[config.mk]
export PLATFORM = sky130hd
export DESIGN_NAME = enum_fifo
export DESIGN_NICKNAME = d
export VERILOG_FILES = /design/src/rtl/enum_fifo.sv
export SDC_FILE = /design/constraint.sdc
export NUM_CORES = 1
export LEC_CHECK = 0
export CAP_MARGIN = 0
export CORE_ASPECT_RATIO = 1.1
export CORE_UTILIZATION = 25
export DETAILED_ROUTE_END_ITERATION = 10
export PLACE_DENSITY = 0.4
export SYNTH_ARGS = -nofsm -noshare
export SYNTH_HDL_FRONTEND = slang
export SYNTH_SLANG_ARGS = --single-unit
export TNS_END_PERCENT = 5
[constraint.sdc]
create_clock -name clk -period 2.6 [get_ports clk]
set_input_delay 0.52 -clock clk [delete_from_list [all_inputs] [get_ports clk]]
set_output_delay 0.52 -clock clk [all_outputs]
set_load 0.01 [all_outputs]
[src/rtl/enum_fifo.sv]
// Small first-word fall-through FIFO carrying 8-bit enum codes, with a sticky illegal-code flag.
// Defining ENUM_FIFO_STATS_EN adds saturating per-code pop counters (cnt_one/cnt_two/cnt_three).
package pkg;
  typedef enum logic [7:0] {
    ONE   = 8'd0,
    TWO   = 8'd1,
    THREE = 8'd2
  } enum_t;

  // Raw 8-bit view: storage keeps out-of-range codes bit-for-bit.
  typedef logic [7:0] alias_t;
endpackage

module enum_fifo #(
  parameter int DEPTH = 4,
  parameter int CNT_W = 8
) (
  input  logic                       clk,
  input  logic                       rst_n,
  input  logic                       in_valid,
  output logic                       in_ready,
  input  logic [7:0]                 in_data,
  output logic                       out_valid,
  input  logic                       out_ready,
  output pkg::alias_t                out_data,
  output logic [$clog2(DEPTH):0]     count,
  output logic                       illegal,
  input  logic                       clr_illegal
`ifdef ENUM_FIFO_STATS_EN
  ,
  output logic [CNT_W-1:0]           cnt_one,
  output logic [CNT_W-1:0]           cnt_two,
  output logic [CNT_W-1:0]           cnt_three
`endif
);

  localparam int AW = $clog2(DEPTH);
  localparam int CW = AW + 1;

  if (DEPTH < 2 || (DEPTH & (DEPTH - 1)) != 0 || CNT_W < 1) begin : g_bad_param
    $error("enum_fifo: DEPTH must be a power of two >= 2 and CNT_W >= 1");
  end

  logic [7:0]    mem_q [DEPTH];
  logic [AW-1:0] wr_ptr_q, wr_ptr_d;
  logic [AW-1:0] rd_ptr_q, rd_ptr_d;
  logic [CW-1:0] count_q, count_d;
  logic          illegal_q, illegal_d;
  logic          push, pop;

  assign in_ready  = (count_q != CW'(DEPTH));
  assign out_valid = (count_q != '0);
  assign push      = in_valid && in_ready;
  assign pop       = out_valid && out_ready;
  assign out_data  = mem_q[rd_ptr_q];
  assign count     = count_q;
  assign illegal   = illegal_q;

  always_comb begin
    wr_ptr_d  = wr_ptr_q + AW'(push);
    rd_ptr_d  = rd_ptr_q + AW'(pop);
    count_d   = count_q + CW'(push) - CW'(pop);
    illegal_d = illegal_q;
    // An illegal push in the same cycle as a clear must keep the flag set.
    if (push && (in_data > 8'(pkg::THREE))) begin
      illegal_d = 1'b1;
    end else if (clr_illegal) begin
      illegal_d = 1'b0;
    end
  end

  always_ff @(posedge clk or negedge rst_n) begin
    if (!rst_n) begin
      wr_ptr_q  <= '0;
      rd_ptr_q  <= '0;
      count_q   <= '0;
      illegal_q <= 1'b0;
    end else begin
      wr_ptr_q  <= wr_ptr_d;
      rd_ptr_q  <= rd_ptr_d;
      count_q   <= count_d;
      illegal_q <= illegal_d;
    end
  end

  // Storage is intentionally not reset; out_data is don't-care while empty.
  always_ff @(posedge clk) begin
    if (push) begin
      mem_q[wr_ptr_q] <= in_data;
    end
  end

`ifdef ENUM_FIFO_STATS_EN
  logic [CNT_W-1:0] cnt_one_q, cnt_one_d;
  logic [CNT_W-1:0] cnt_two_q, cnt_two_d;
  logic [CNT_W-1:0] cnt_three_q, cnt_three_d;

  always_comb begin
    cnt_one_d   = cnt_one_q;
    cnt_two_d   = cnt_two_q;
    cnt_three_d = cnt_three_q;
    if (pop) begin
      if (out_data == 8'(pkg::ONE) && cnt_one_q != '1) begin
        cnt_one_d = cnt_one_q + 1'b1;
      end
      if (out_data == 8'(pkg::TWO) && cnt_two_q != '1) begin
        cnt_two_d = cnt_two_q + 1'b1;
      end
      if (out_data == 8'(pkg::THREE) && cnt_three_q != '1) begin
        cnt_three_d = cnt_three_q + 1'b1;
      end
    end
  end

  always_ff @(posedge clk or negedge rst_n) begin
    if (!rst_n) begin
      cnt_one_q   <= '0;
      cnt_two_q   <= '0;
      cnt_three_q <= '0;
    end else begin
      cnt_one_q   <= cnt_one_d;
      cnt_two_q   <= cnt_two_d;
      cnt_three_q <= cnt_three_d;
    end
  end

  assign cnt_one   = cnt_one_q;
  assign cnt_two   = cnt_two_q;
  assign cnt_three = cnt_three_q;
`endif

endmodule

# Word level (Yosys, flattened, before mapping)

Memories as Yosys holds them, arrays and structs flattened.
Cells that the tools add are included.

Muxes and demuxes: 4
Equal/unequal tests: 1
Reduce and logical (&&, ||, !) cells: 5
Order comparisons: 1
Add/subtract/negate cells: 4

Operators with widths:

| kind               | count |
|---|---|
| $gt 8x2->1 const B | 1 |
| $add 2x1->2        | 2 |
| $mux 1             | 4 |
| $add 3x1->3        | 1 |
| $logic_and 1x1->1  | 3 |
| $ne 3x3->1 const B | 1 |
| $reduce_bool 3->1  | 1 |
| $sub 3x1->3        | 1 |
| $reduce_bool 2->1  | 1 |

Output and inout bits: 14
Memory bits (writable): 32
Register bits: 8
Memories: 1

Memory list:

| memory | words | bits a word | rd ports | clocked after memory_dff | wr ports | line | text |
|---|---|---|---|---|---|---|---|
| mem_q  | 4     | 8           | 1        | 0                        | 1        | 44   | `logic [7:0] mem_q [DEPTH];` |

# Longest topological paths before layout

Depth in word-level cells: 4
Mapped depth: 7

# Least setup slack after synthesis

Ideal clock, no wire load.

Path kind: reg-to-reg
Start: register count_q[1], in the netlist count[1]
End: register count_q[2], in the netlist count[2]
Data arrival time: 1.957 ns
Setup slack: 0.516 ns
Library setup time: 0.127 ns
Stages on the path, launching flop included: 8
Path through: dfrtp_1 > or3b_1 > nand2_2 > xnor2_1 > ha_1 > fa_1 > xor2_1 > xnor2_1

Longest elaborated chain between the ends: 4
Elaborated cells between the ends (all ways): 6
Those cells by class: add/sub: 2; eq/ne: 1; reduce/logical: 3

Ends and longest elaborated chain:

| element                  | line | text |
|---|---|---|
| start: declaration       | 47   | `logic [CW-1:0] count_q, count_d;` |
| start signal: assignment | 81   | `count_q <= count_d;` |
| $ne 3x3->1               | 51   | `assign in_ready = (count_q != CW'(DEPTH));` |
| via in_ready             | 21   | `output logic in_ready,` |
| $logic_and 1x1->1        | 53   | `assign push = in_valid && in_ready;` |
| $add 3x1->3              | 62   | `count_d = count_q + CW'(push) - CW'(pop);` |
| $sub 3x1->3              | 62   |  |
| via count_d[2]           | 47   |  |

The timed path passes the listed nets, and every way through them passes these cells.
A chain may end at the register's enable or synchronous reset.

# Worst setup path in the final report

Start: register rd_ptr_q[1]
End: output out_data[7]

Longest elaborated chain between the ends: 1

Ends and longest elaborated chain:

| element                  | line | text |
|---|---|---|
| start: declaration       | 46   | `logic [AW-1:0] rd_ptr_q, rd_ptr_d;` |
| start signal: assignment | 80   | `rd_ptr_q <= rd_ptr_d;` |
| $mem_v2 4x8              | --   |  |
| end: declaration         | 25   | `output pkg::alias_t out_data,` |

No other way between the ends.

==> results by group <==
Run status
  • Outcome: finished, final reports clean

Drt
  • Initial DRC Count: 35
  • DR WL/cell: between 15 and 20 um
  • Post-Route WL: 3.02 mm
  • Post-route antenna net violation count: 0
  • Vias per cell: 4.23
  • DRT Pass-1 Iters: 4
  • # DRC: 0
  • Via count: 800

Clocking
  • H-tree levels: 2
  • Root Buffer: clkbuf_8
  • Number of clock sinks: 40
  • Clock tree buffer depth: 2
  • # resized after CTS: 0
  • Clock edge transition at the registers on the reported setup and hold paths: 0.08 ns
  • CTS tree: yes
  • Post-CTS Hold Buffers: 0
  • Total CTS buffers: 5
  • Setup Fix Bufs, Post-CTS: 0
  • Clk_lat worst skew: 0.29 ns

Synth
  • Synth warn: 0
  • Yosys top cell area share: 61.3%
  • Netlist Area Pre-Place: 0.00157 mm2
  • Yosys cell types: 21
  • Yosys top cell by area: edfxtp_1
  • Synth Instances: 75
  • Top area cells in the synthesized netlist: edfxtp_1, dfrtp_1, mux4_2
  • Mean post-synth cell area: approximately 21 um2
  • Synth Register Bits: 40
  • Syn_nets: 91
  • Sequential cell area fraction in the yosys report: 74.1%

GRT
  • Initial antenna violation count: 0
  • Vias in the first global route: roughly 900
  • Largest net degree at the start of global routing: 13
  • Overall Global Routing Usage: a little over 10%
  • Grt ovf: 0
  • First-pass GRT wire length: between 4 and 5 mm

Placed design
  • IO Port Bufs: 26
  • Dpl cell area: 0.00195 mm2
  • Detailed placer's ending HPWL: ~2.0 mm
  • Gpl congestion: between 0.6 and 0.7

Cells and area
  • Finished Cell Area: between 0.002 and 0.0025 mm2
  • FF/Latch Area: 0.00116 mm2
  • Area occupied by multi-input gates: 387 um2
  • Antenna cells: 0
  • Nets: 127
  • Area delta synth->final: 31.4%
  • Core Util, Final: roughly a third
  • Share of cells above drive strength 1: 20.5%
  • Fill count: about 580

Job
  • Max Cap Violations: 0

Setup path
  • Critical path launch point type: flip-flop
  • Critical path class: flip-flop to output port
  • Critical Path RT: 2.08 ns
  • CP startpoint: rd_ptr_q[1]
  • CP peak stage delay: 0.64 ns
  • Data arrival, critical path: 1.82 ns
  • Launch point of the worst reg-to-reg path: count[1]
  • Critical Path End Type: output port
  • Slowest CP cell: dfrtp_1
  • Crit-path cells: mux4_2 > clkdlybuf4s50_1
  • Crit-path max FO: 9

Timing
  • Max_slew headroom: ~67%
  • Final period utilization: 90.1%
  • Final hold violations: 0
  • Post-layout min period: 2.34 ns
  • Final Max Tran Viols: 0
  • Fin Setup TNS: 0 ns
  • RSZ-0062 raised after global routing: false
  • FMAX: 0.427 GHz
  • Finish-stage setup viols: 0
  • Slew @ Worst Pin: 0.494 ns
  • Layout Skew: 0.00289 ns

Power and ir drop
  • Comb pwr share: 35.5%
  • NetSw: approximately 0.00067 W
  • Sw Ratio: 29.1%
  • Internal: between 0.0015 and 0.002 W
  • Maximum vdd ir drop: 0.000420 V
  • Pwr per Cell Area: 1120 mW/mm2
  • Clock Power Share: 21.9%
  • Lkg Pwr: about 0.71 nW
  • Seq pwr share: between 40 and 50%

Die
  • Die Height: ~85 um
  • Ports: 27
  • Initial Utilization: 26.5%
  • Die area: 0.00659 mm2
  • Core area: 0.00591 mm2
  • Row cnt: 29
  • Die width: 77.5 um

Min path
  • Hold WC Path Type: primary input to async pin
[worst paths after layout]
check                         endpoint  slack (ns)  depth (start not counted)
setup reg to reg              count[2]        0.51                          7
hold reg to reg            wr_ptr_q[1]        0.54                          1
max in group asynchronous  rd_ptr_q[1]        1.81                          1
hold / removal             wr_ptr_q[0]        0.51                          1
min in group clk           wr_ptr_q[1]        0.54                          1
setup / recovery           out_data[7]        0.26                          2
[area by class of cell]
class / count / area share (%)
flip-flops and latches: 40 / 56.3
multi-input cells: 30 / 18.8
repair buffers: 31 / 14.5
well taps: 77 / 4.68
clock buffers: 6 / 3.52
clock inverters: 2 / 1.70
inverters: 3 / 0.546
[worst max-delay path: cells and delay by family (launching register included)]
kind / cells / cell delay, ns
DFF: 1 / 0.64
muxes: 1 / 0.38
buffers and inverters: 1 / 0.51
[registers in the layout, summed over array words and instances (netlist names)]
signal	cells
mem_q	32
illegal	1
rd_ptr_q	2
wr_ptr_q	2
count	3
[metrics by stage]
step	hold WS [ns]	power, W	cells	worst slack, ns
finish	0.511	0.00230	189	0.257
CTS	0.525	0.00235	189	0.209
floorplan	0.224	0.00140	75	0.516
global route	0.529	0.00244	189	0.160
global placement	0.518	0.00182	181	0.340
detailed placement	0.522	0.00184	181	0.308
[cell usage in the layout (no fill, tap or decap)]
cell and n:
edfxtp_1 32, clkdlybuf4s50_1 26, mux4_2 8, dfrtp_1 8
clkbuf_8 5, buf_4 5, inv_1 3, xor2_1 3
xnor2_1 3, nand2_1 2, nor3b_1 2, ha_1 2
or3b_1 1, nand2_2 1, o31a_1 1, nor3_1 1
or3_1 1, and3_1 1, or4_4 1, a2111oi_4 1
o22ai_1 1, fa_1 1, clkinv_2 1, bufinv_16 1
clkbuf_1 1
[layer usage]
metal	vias to the layer above	share of wire (%)	global-route usage [%]	routed length (um)
met1	409	45	12.5	1370
met3	5	4.5	3.33	135
met4	0	1.7	5.15	51
li1	366	-	-	-
met5	-	0	0	0
met2	20	49	16.5	1470
[cells in the mapped netlist, drive strengths merged]
library cell  count
xnor2             3
nor3b             2
edfxtp           32
or3               1
a2111oi           1
and3              1
buf               2
or4               1
o31a              1
nand2             3
mux4              8
dfrtp             8
or3b              1
ha                2
xor2              3
inv               3
o22ai             1
nor3              1
fa                1
[power by group through the flow]
stage / combinational [W] / sequential, W / clock [W]
final: 0.000817 / 0.000979 / 0.000504
after global routing: 0.000897 / 0.00100 / 0.000542
after CTS: 0.000844 / 0.000985 / 0.000522
after detailed placement: 0.000843 / 0.000998 / 0
after global placement: 0.000833 / 0.000990 / 0
after floorplan: 0.000451 / 0.000953 / 0
[logic make-up (layout without fill, tap and decap cells)]
group | after synthesis | in the layout | share of synthesized area [%]
DFF | 40 | 40 | 74.1
and+or+nand+nor | 10 | 10 | 4.23
muxes | 8 | 8 | 11.5
xor gates and xnor gates | 6 | 6 | 3.35
buffers and inverters | 5 | 42 | 1.28
adders and majority gates | 3 | 3 | 2.87
AOI/OAI and AO/OA | 3 | 3 | 2.71
No activity file was read; power rests on OpenSTA's default activity.
